[config.mk]
export PLATFORM = sky130hd
export DESIGN_NAME = alu64_add_and_or_unit
export DESIGN_NICKNAME = d
export VERILOG_FILES = /design/src/rtl/alu64_add_and_or_unit.sv
export SDC_FILE = /design/constraint.sdc
export NUM_CORES = 1
export LEC_CHECK = 0
export ABC_AREA = 1
export ABC_CLOCK_PERIOD_IN_PS = 50800
export CORE_AREA = 2 2 154 156
export CTS_CLUSTER_DIAMETER = 80
export DETAILED_ROUTE_END_ITERATION = 16
export DIE_AREA = 0 0 156 158
export DONT_BUFFER_PORTS = 1
export PLACE_DENSITY = 0.72
export SYNTH_ARGS = -nofsm -noshare
export SYNTH_HDL_FRONTEND = slang
export SYNTH_SLANG_ARGS = --single-unit
[constraint.sdc]
create_clock -name clk -period 50.8 [get_ports clk]
set_input_delay 15.24 -clock clk [delete_from_list [all_inputs] [get_ports clk]]
set_output_delay 15.24 -clock clk [all_outputs]
set_load 0.03 [all_outputs]
[src/rtl/alu64_add_and_or_unit.sv]
// alu64_add_and_or_unit: registered ripple-carry ADD / AND / OR slice with op-selected result and zero flag
module alu64_add_and_or_unit #(
    parameter int WIDTH = 64
) (
    input  logic             clk,
    input  logic             reset,
    input  logic             in_valid,
    input  logic [WIDTH-1:0] a,
    input  logic [WIDTH-1:0] b,
    input  logic             cin,
    input  logic [1:0]       op,
    output logic             out_valid,
    output logic [WIDTH-1:0] result,
    output logic [WIDTH-1:0] sum,
    output logic             cout,
    output logic [WIDTH-1:0] and_ab,
    output logic [WIDTH-1:0] or_ab,
    output logic             zero
);
    logic [WIDTH:0]   carry;
    logic [WIDTH-1:0] sum_w;
    logic             valid_q, valid_d, cout_q, cout_d;
    logic [1:0]       op_q, op_d;
    logic [WIDTH-1:0] sum_q, sum_d, and_q, and_d, or_q, or_d;

    assign carry[0] = cin;
    for (genvar i = 0; i < WIDTH; i++) begin : g_fa
        assign sum_w[i]   = a[i] ^ b[i] ^ carry[i];
        assign carry[i+1] = (a[i] & b[i]) | (a[i] & carry[i]) | (b[i] & carry[i]);
    end

    always_comb begin
        valid_d = in_valid;
        op_d    = in_valid ? op           : op_q;
        sum_d   = in_valid ? sum_w        : sum_q;
        cout_d  = in_valid ? carry[WIDTH] : cout_q;
        and_d   = in_valid ? a & b        : and_q;
        or_d    = in_valid ? a | b        : or_q;
    end

    always_ff @(posedge clk) begin
        if (reset) begin
            valid_q <= 1'b0;
            op_q    <= 2'b00;
            sum_q   <= '0;
            cout_q  <= 1'b0;
            and_q   <= '0;
            or_q    <= '0;
        end else begin
            valid_q <= valid_d;
            op_q    <= op_d;
            sum_q   <= sum_d;
            cout_q  <= cout_d;
            and_q   <= and_d;
            or_q    <= or_d;
        end
    end

    // reserved op 11 yields all-zero so no output is ever undefined
    assign result    = op_q == 2'b00 ? sum_q :
                       op_q == 2'b01 ? and_q :
                       op_q == 2'b10 ? or_q  : '0;
    assign zero      = result == '0;
    assign out_valid = valid_q;
    assign sum       = sum_q;
    assign cout      = cout_q;
    assign and_ab    = and_q;
    assign or_ab     = or_q;
endmodule

==> results.md, run 1 <==
- Yosys warns: 0
- Detailed Routing Iterations Pass 1: 5
- Largest buffer count on any clock path: 2
- Busiest grt layer: met2
- Crit path max-delay family: adder cells
- Yosys cell types: 17
- Cells after synthesis: approximately 1600
- Initial core utilization: 0.522
- Die area: between 0.02 and 0.025 mm^2
- Most common cell on crit path: fa_1
- Clk Latency, worst-skew pair: 430 ps
- Sequential share of power: 0.475
- Minimum clock period: between 40000 and 50000 ps
- Vias in the first global route: 9275
- Synthesis-to-layout area growth: 5.30%
- CTS resizes: 0
- Hold violation count in the final report: 0
- Arr. time, crit path: 41120 ps
- M1 GR Usage: 0.329
- GRT Resource Usage Total: 0.273
- Setup Skew: 0 ps
- Run status: completed
- CTS H-tree depth: 4
- Io pins: around 390
- Critical path's largest stage delay: 440 ps
- Post-Syn Area: 0.0120 mm^2
- Area after DPL: 0.0121 mm^2
- Sum Neg Setup Slack: 0 ps
- Hold Path Class: flop to flop
- Fmax: 24.5 MHz
- Period utilisation layout: 0.803
- Port Buffers: 0
- Pin count of the biggest net entering global routing: 200
- # nets final: 1841
- Crit Path Max Fanout: 2
- Worst path slowest cell: fa_1
- Internal power: 264 uW
- Drt wl/cell: around 19 um
- RSZ-0062 raised after global routing: no
- Max_slew headroom: 0.211
- Logic pwr share: 0.178
- Met3 Use GR: 0.0854
- Crit start category: primary input
- Initial antenna violation count: 0
- Buf/Inv on CP: 3
- Critical Setup Path Class: primary input to flop
- Diode count: 0
- Global Route met2 Usage: 0.456
- Final wirelength: 34400 um
- Sw Pwr: 152 uW
- Share of cells above drive strength 1: 0.0288
- Reg clk slew, reported paths: 80 ps
- DR vias: 9818
- CP Capture Type: flop
- CTS Sinks: between 150 and 200
- Drc violations: 0
- Die Height: 158 um
- Sequential share of the synthesized area: 0.326
- First-iteration detailed-routing DRC count: 790
- Worst vdd ir: 0.0000197 V
- Critical Path RT: approximately 51000 ps
- DIE WIDTH: approximately 160 um
- Flop-to-flop setup slack: 49320 ps
- Syn_nets: between 1500 and 2000
- RD Place Congestion: 0.875
- Total grt overflow: 0
- CTS tree: yes
- Root buf cell: clkbuf_16
- Post-DP HPWL: approximately 24000 um
- Mean Syn Cell Area: 7.59 um^2
- Maxcap violations: 0
- Design Area, Final: between 0.01 and 0.015 mm^2
- # Post-CTS Setup Buffers: 0
- TritonCTS Buffers: 17
- Clock Power Share: 0.347
- Final Max Tran Viols: 0
- Sw Ratio: 0.366
- Leakage power: about 0.0063 uW
- Final setup viols: 0
- Worst Tran Pin Value: about 1200 ps
- FP Rows: 56
- PD cells: roughly 33 mW/mm^2
- Hold Buf Count CTS: 0
- #FFs+latches synth: 196
- First-pass GRT wire length: around 52000 um
- Vias per cell: 5.40
- Core area: 0.0231 mm^2
- ANT nets after route: 0
[layout make-up]
cell class / count / area (um^2)
Fill cell: 2183 / 10400
Multi-Input combinational cell: 1033 / 6730
Sequential cell: 196 / 3930
Inverter: 262 / 991
Clock buffer: 18 / 429
Tap cell: 290 / 363
Clock inverter: 14 / 188
Timing Repair Buffer: 5 / 37.5
[state kept, by name, summed over array words and instances, names as in the netlist]
signal,flops
and_ab,64
cout,1
op_q,2
or_ab,64
out_valid,1
sum,64
[layer usage]
metal,share of wire,routed length [um],vias up
li1,-,-,4729
met1,0.39,13400,4550
met2,0.48,16500,462
met3,0.10,3480,77
met4,0.030,1030,0
met5,0,0,-
[through the flow]
stage | total power, uW | setup slack, ps | instances | hold slack [ps] | util
detailed placement | 274 | 9670 | 1786 | 620 | 0.523
global route | 435 | 9340 | 1818 | 656 | 0.550
finish | 416 | 10020 | 1818 | 636 | 0.550
global placement | 273 | 10030 | 1786 | 610 | 0.523
floorplan | 259 | 11020 | 1584 | 599 | -
CTS | 418 | 10050 | 1818 | 632 | 0.550
[cell usage after synthesis]
cell,count,area (um^2)
nand2_1,285,1070
inv_1,260,976
inv_4,1,6.26
nand2_8,1,20.0
ha_1,128,1600
buf_2,8,40.0
a21oi_1,64,320
a211oi_1,131,983
fa_1,64,1280
inv_2,1,3.75
clkbuf_1,66,248
nand3_1,77,385
dfxtp_1,196,3920
buf_1,10,37.5
nor2_1,283,1060
buf_6,1,11.3
buf_4,8,60.1
[worst paths after layout]
check | start | to | cells past startpoint
worst min register to register | and_ab[30]$_SDFFE_PP0P_ | and_ab[30]$_SDFFE_PP0P_ | 2
worst max register to register | op_q[1]$_SDFFE_PP0P_ | op_q[1]$_SDFFE_PP0P_ | 2
worst min-delay path | and_ab[30]$_SDFFE_PP0P_ | and_ab[30]$_SDFFE_PP0P_ | 2
worst max-delay path | a[0] | sum[63]$_SDFFE_PP0P_ | 68
[cells in the final DEF (no fill, tap or decap), types with 2 or more instances in the layout]
master / Yosys / routed
nand3_1: 77 / 77
nand2_1: 285 / 285
dfxtp_2: 0 / 2
ha_1: 128 / 128
dfxtp_1: 196 / 194
clkinv_8: 0 / 2
a21oi_1: 64 / 64
fa_1: 64 / 64
a211oi_1: 131 / 131
inv_1: 260 / 259
clkbuf_16: 0 / 17
buf_4: 8 / 5
clkinv_4: 0 / 2
nor2_1: 283 / 281
bufinv_16: 0 / 2
inv_6: 0 / 6
inv_8: 0 / 3
[cells by family (layout without fill, tap and decap cells)]
family | count (synthesis) | after routing | share of synthesized area
DFF | 196 | 196 | 0.326
adders and majority gates | 192 | 192 | 0.240
buffers and inverters | 355 | 299 | 0.115
AOI/OAI and AO/OA | 195 | 195 | 0.108
and+or+nand+nor | 646 | 646 | 0.211
[power groups by stage]
stage          Clock [uW]  Sequential [uW]  Combinational, uW
3_5_place_dp            0              201               73.3
6_report              144              198               73.9
5_1_grt               153              199               83.2
3_3_place_gp            0              201               71.6
4_1_cts               147              198               73.7
2_1_floorplan           0              196               62.7
[worst register-to-register path: cells and delay by family, from the launching register on]
family          cells  cell delay (ps)
compound gates      1              180
buf+inv             1              810
flops               1              320
No activity file was read; power rests on OpenSTA's default activity.
==> run 2, diff against run 1 <==
ABC_CLOCK_PERIOD_IN_PS = 33800   (was 50800)
CORE_AREA = 2 2 151 153   (was 2 2 154 156)
DIE_AREA = 0 0 153 155   (was 0 0 156 158)
PLACE_DENSITY = 0.77   (was 0.72)
clock period = 33.8 ns   (was 50.8 ns; I/O delays follow)
==> results.md, run 2 (synthesis results as in run 1) <==
- Share of cells above drive strength 1: 0.0621 (+0.0333)
- Port Buffers: 0 (unchanged)
- Final Max Tran Viols: 0 (unchanged)
- Diode count: 0 (unchanged)
- Reg clk slew, reported paths: 70 ps (about the same)
- CP Capture Type: flop
- Register-to-Register Path Depth: 4 (+2)
- Pin count of the biggest net entering global routing: 200 (unchanged)
- Vias per cell: 5.50 (+1.9%)
- Post-DP HPWL: 23900 um (+0.21%)
- Critical Path RT: 34140 ps (-17010 ps)
- Die Height: 155 um (-1.9%)
- Area after DPL: 0.0121 mm^2 (+0.55%)
- FP Rows: 55 (-1.8%)
- WHS Path Cells: 2 (unchanged)
- Hold EP: and_ab[31]$_SDFFE_PP0P_
- Io pins: 393 (unchanged)
- Worst Tran Pin Value: 1090 ps (-92.3 ps)
- Minimum clock period: between 30000 and 40000 ps
- Min-delay src: and_ab[31]$_SDFFE_PP0P_
- Drc violations: 0 (unchanged)
- Arr. time, crit path: 33570 ps (-7550 ps)
- ANT nets after route: 0 (unchanged)
- R2R Path End: op_q[1]$_SDFFE_PP0P_
- Hold violation count in the final report: 0 (unchanged)
- CTS Sinks: 196 (unchanged)
- Most common cell on crit path: fa_2
- RSZ-0062 raised after global routing: no
- Crit start category: primary input
- Most common cell after layout, fill and taps aside: nand2_1
- Initial antenna violation count: 0 (unchanged)
- First-iteration detailed-routing DRC count: 793 (+0.38%)
- Synthesis-to-layout area growth: 6.16%
- Worst vdd ir: 0.0000310 V (+57%)
- Final wirelength: 34200 um (-0.41%)
- Period utilisation layout: 0.983
- Design Area, Final: 0.0128 mm^2 (+0.81%)
- Root buf cell: clkbuf_16
- Run status: completed
- Max_slew headroom: 0.273 (+0.0616)
- Setup Skew: 0 ps (unchanged)
- Commonest non-fill, non-tap cells in the layout: nand2_1, nor2_1, inv_1
- Core area: 0.0222 mm^2 (-3.6%)
- Vias in the first global route: 9762 (+5.3%)
- # nets final: 1843 (+0.11%)
- Total grt overflow: 0 (unchanged)
- Flop-to-flop setup slack: 31880 ps (-17440 ps)
- Hold Path Class: flop to flop
- PD cells: 48.3 mW/mm^2 (+47%)
- Detailed Routing Iterations Pass 1: 5 (unchanged)
- DIE WIDTH: 153 um (-1.9%)
- Initial core utilization: 0.541 (+0.0194)
- Die area: 0.0237 mm^2 (-3.8%)
- First-pass GRT wire length: 53500 um (+2.5%)
- DR vias: 9990 (+1.8%)
- Worst path slowest cell: fa_1
- CTS tree: yes
- Critical path's largest stage delay: 400 ps (-40 ps)
- # Post-CTS Setup Buffers: 0 (unchanged)
- Crit Path Max Fanout: 2 (unchanged)
- Leakage power: 0.00630 uW (-0.63%)
- CTS H-tree depth: 4 (unchanged)
- Clk Latency, worst-skew pair: 420 ps (about the same)
- Drt wl/cell: 18.9 um (-0.24%)
- Largest buffer count on any clock path: 2 (unchanged)
- Maxcap violations: 0 (unchanged)
- Worst reg2reg startpoint: op_q[1]$_SDFFE_PP0P_
- TritonCTS Buffers: 17 (unchanged)
- # fillers: 2055 (-5.9%)
- Critical Setup Path Class: primary input to flop
- Post-layout util: 0.575 (+0.0250)
- Fmax: 30.1 MHz
- Final setup viols: 0 (unchanged)
- RD Place Congestion: 0.870 (-0.56%)
- GRT Resource Usage Total: 0.281 (+0.00843)
-- run 2: where the power goes --
group	internal, uW	switching [uW]
clock	106	101
combinational	36.6	76.1
sequential	248	49.4
total	390	227
-- run 2: what timing repair did --
item / 4_1_cts / 5_1_grt
hold buffers: 0 / 0
hold endpoints to repair: 0 / 0
pin swaps: 1 / 2
endpoints found under the setup margin: 3 / 3
gates resized for setup: 13 / 12
-- run 2: final cells by class --
class | count | area (um^2) | share of cell area
multi-input cells | 1033 | 6850 | 0.537
flip-flops and latches | 196 | 3930 | 0.307
inverters | 262 | 991 | 0.0776
clock buffers | 17 | 425 | 0.0333
well taps | 285 | 357 | 0.0279
clock inverters | 15 | 165 | 0.0129
repair buffers | 7 | 52.6 | 0.00411
-- run 2: stage by stage --
step	total power, uW	setup TNS (ps)	std cells	hold WS [ps]	worst slack (ps)
3_5_place_dp	413	-2980	1783	616	-1050
5_1_grt	644	0	1815	651	16.3
4_1_cts	618	0	1815	625	33.0
2_1_floorplan	390	0	1584	599	36.8
3_3_place_gp	410	-1710	1783	609	-779
6_report	617	0	1815	627	568
-- run 2: worst max-delay path by stage --
stage	slack, ps	end	start
2_1_floorplan	40	sum[63]$_SDFFE_PP0P_	a[0]
3_5_place_dp	-1050	sum[63]$_SDFFE_PP0P_	b[0]
5_1_grt	20	sum[63]$_SDFFE_PP0P_	b[0]
3_3_place_gp	-780	sum[63]$_SDFFE_PP0P_	a[0]
6_report	570	sum[63]$_SDFFE_PP0P_	b[0]
4_1_cts	30	sum[63]$_SDFFE_PP0P_	b[0]
-- run 2: critical path, delay by kind of cell --
family / cells / cell delay, ps
AOI/OAI and AO/OA: 1 / 230
adders and majority gates: 64 / 22950
buffers and inverters: 3 / 200
-- run 2: per-layer routing --
metal	global-route usage	vias to the layer above	wire (um)
met5	0	-	0
met4	0.119	0	1260
met3	0.0811	88	2970
met2	0.483	458	16800
met1	0.331	4715	13200
li1	-	4729	-
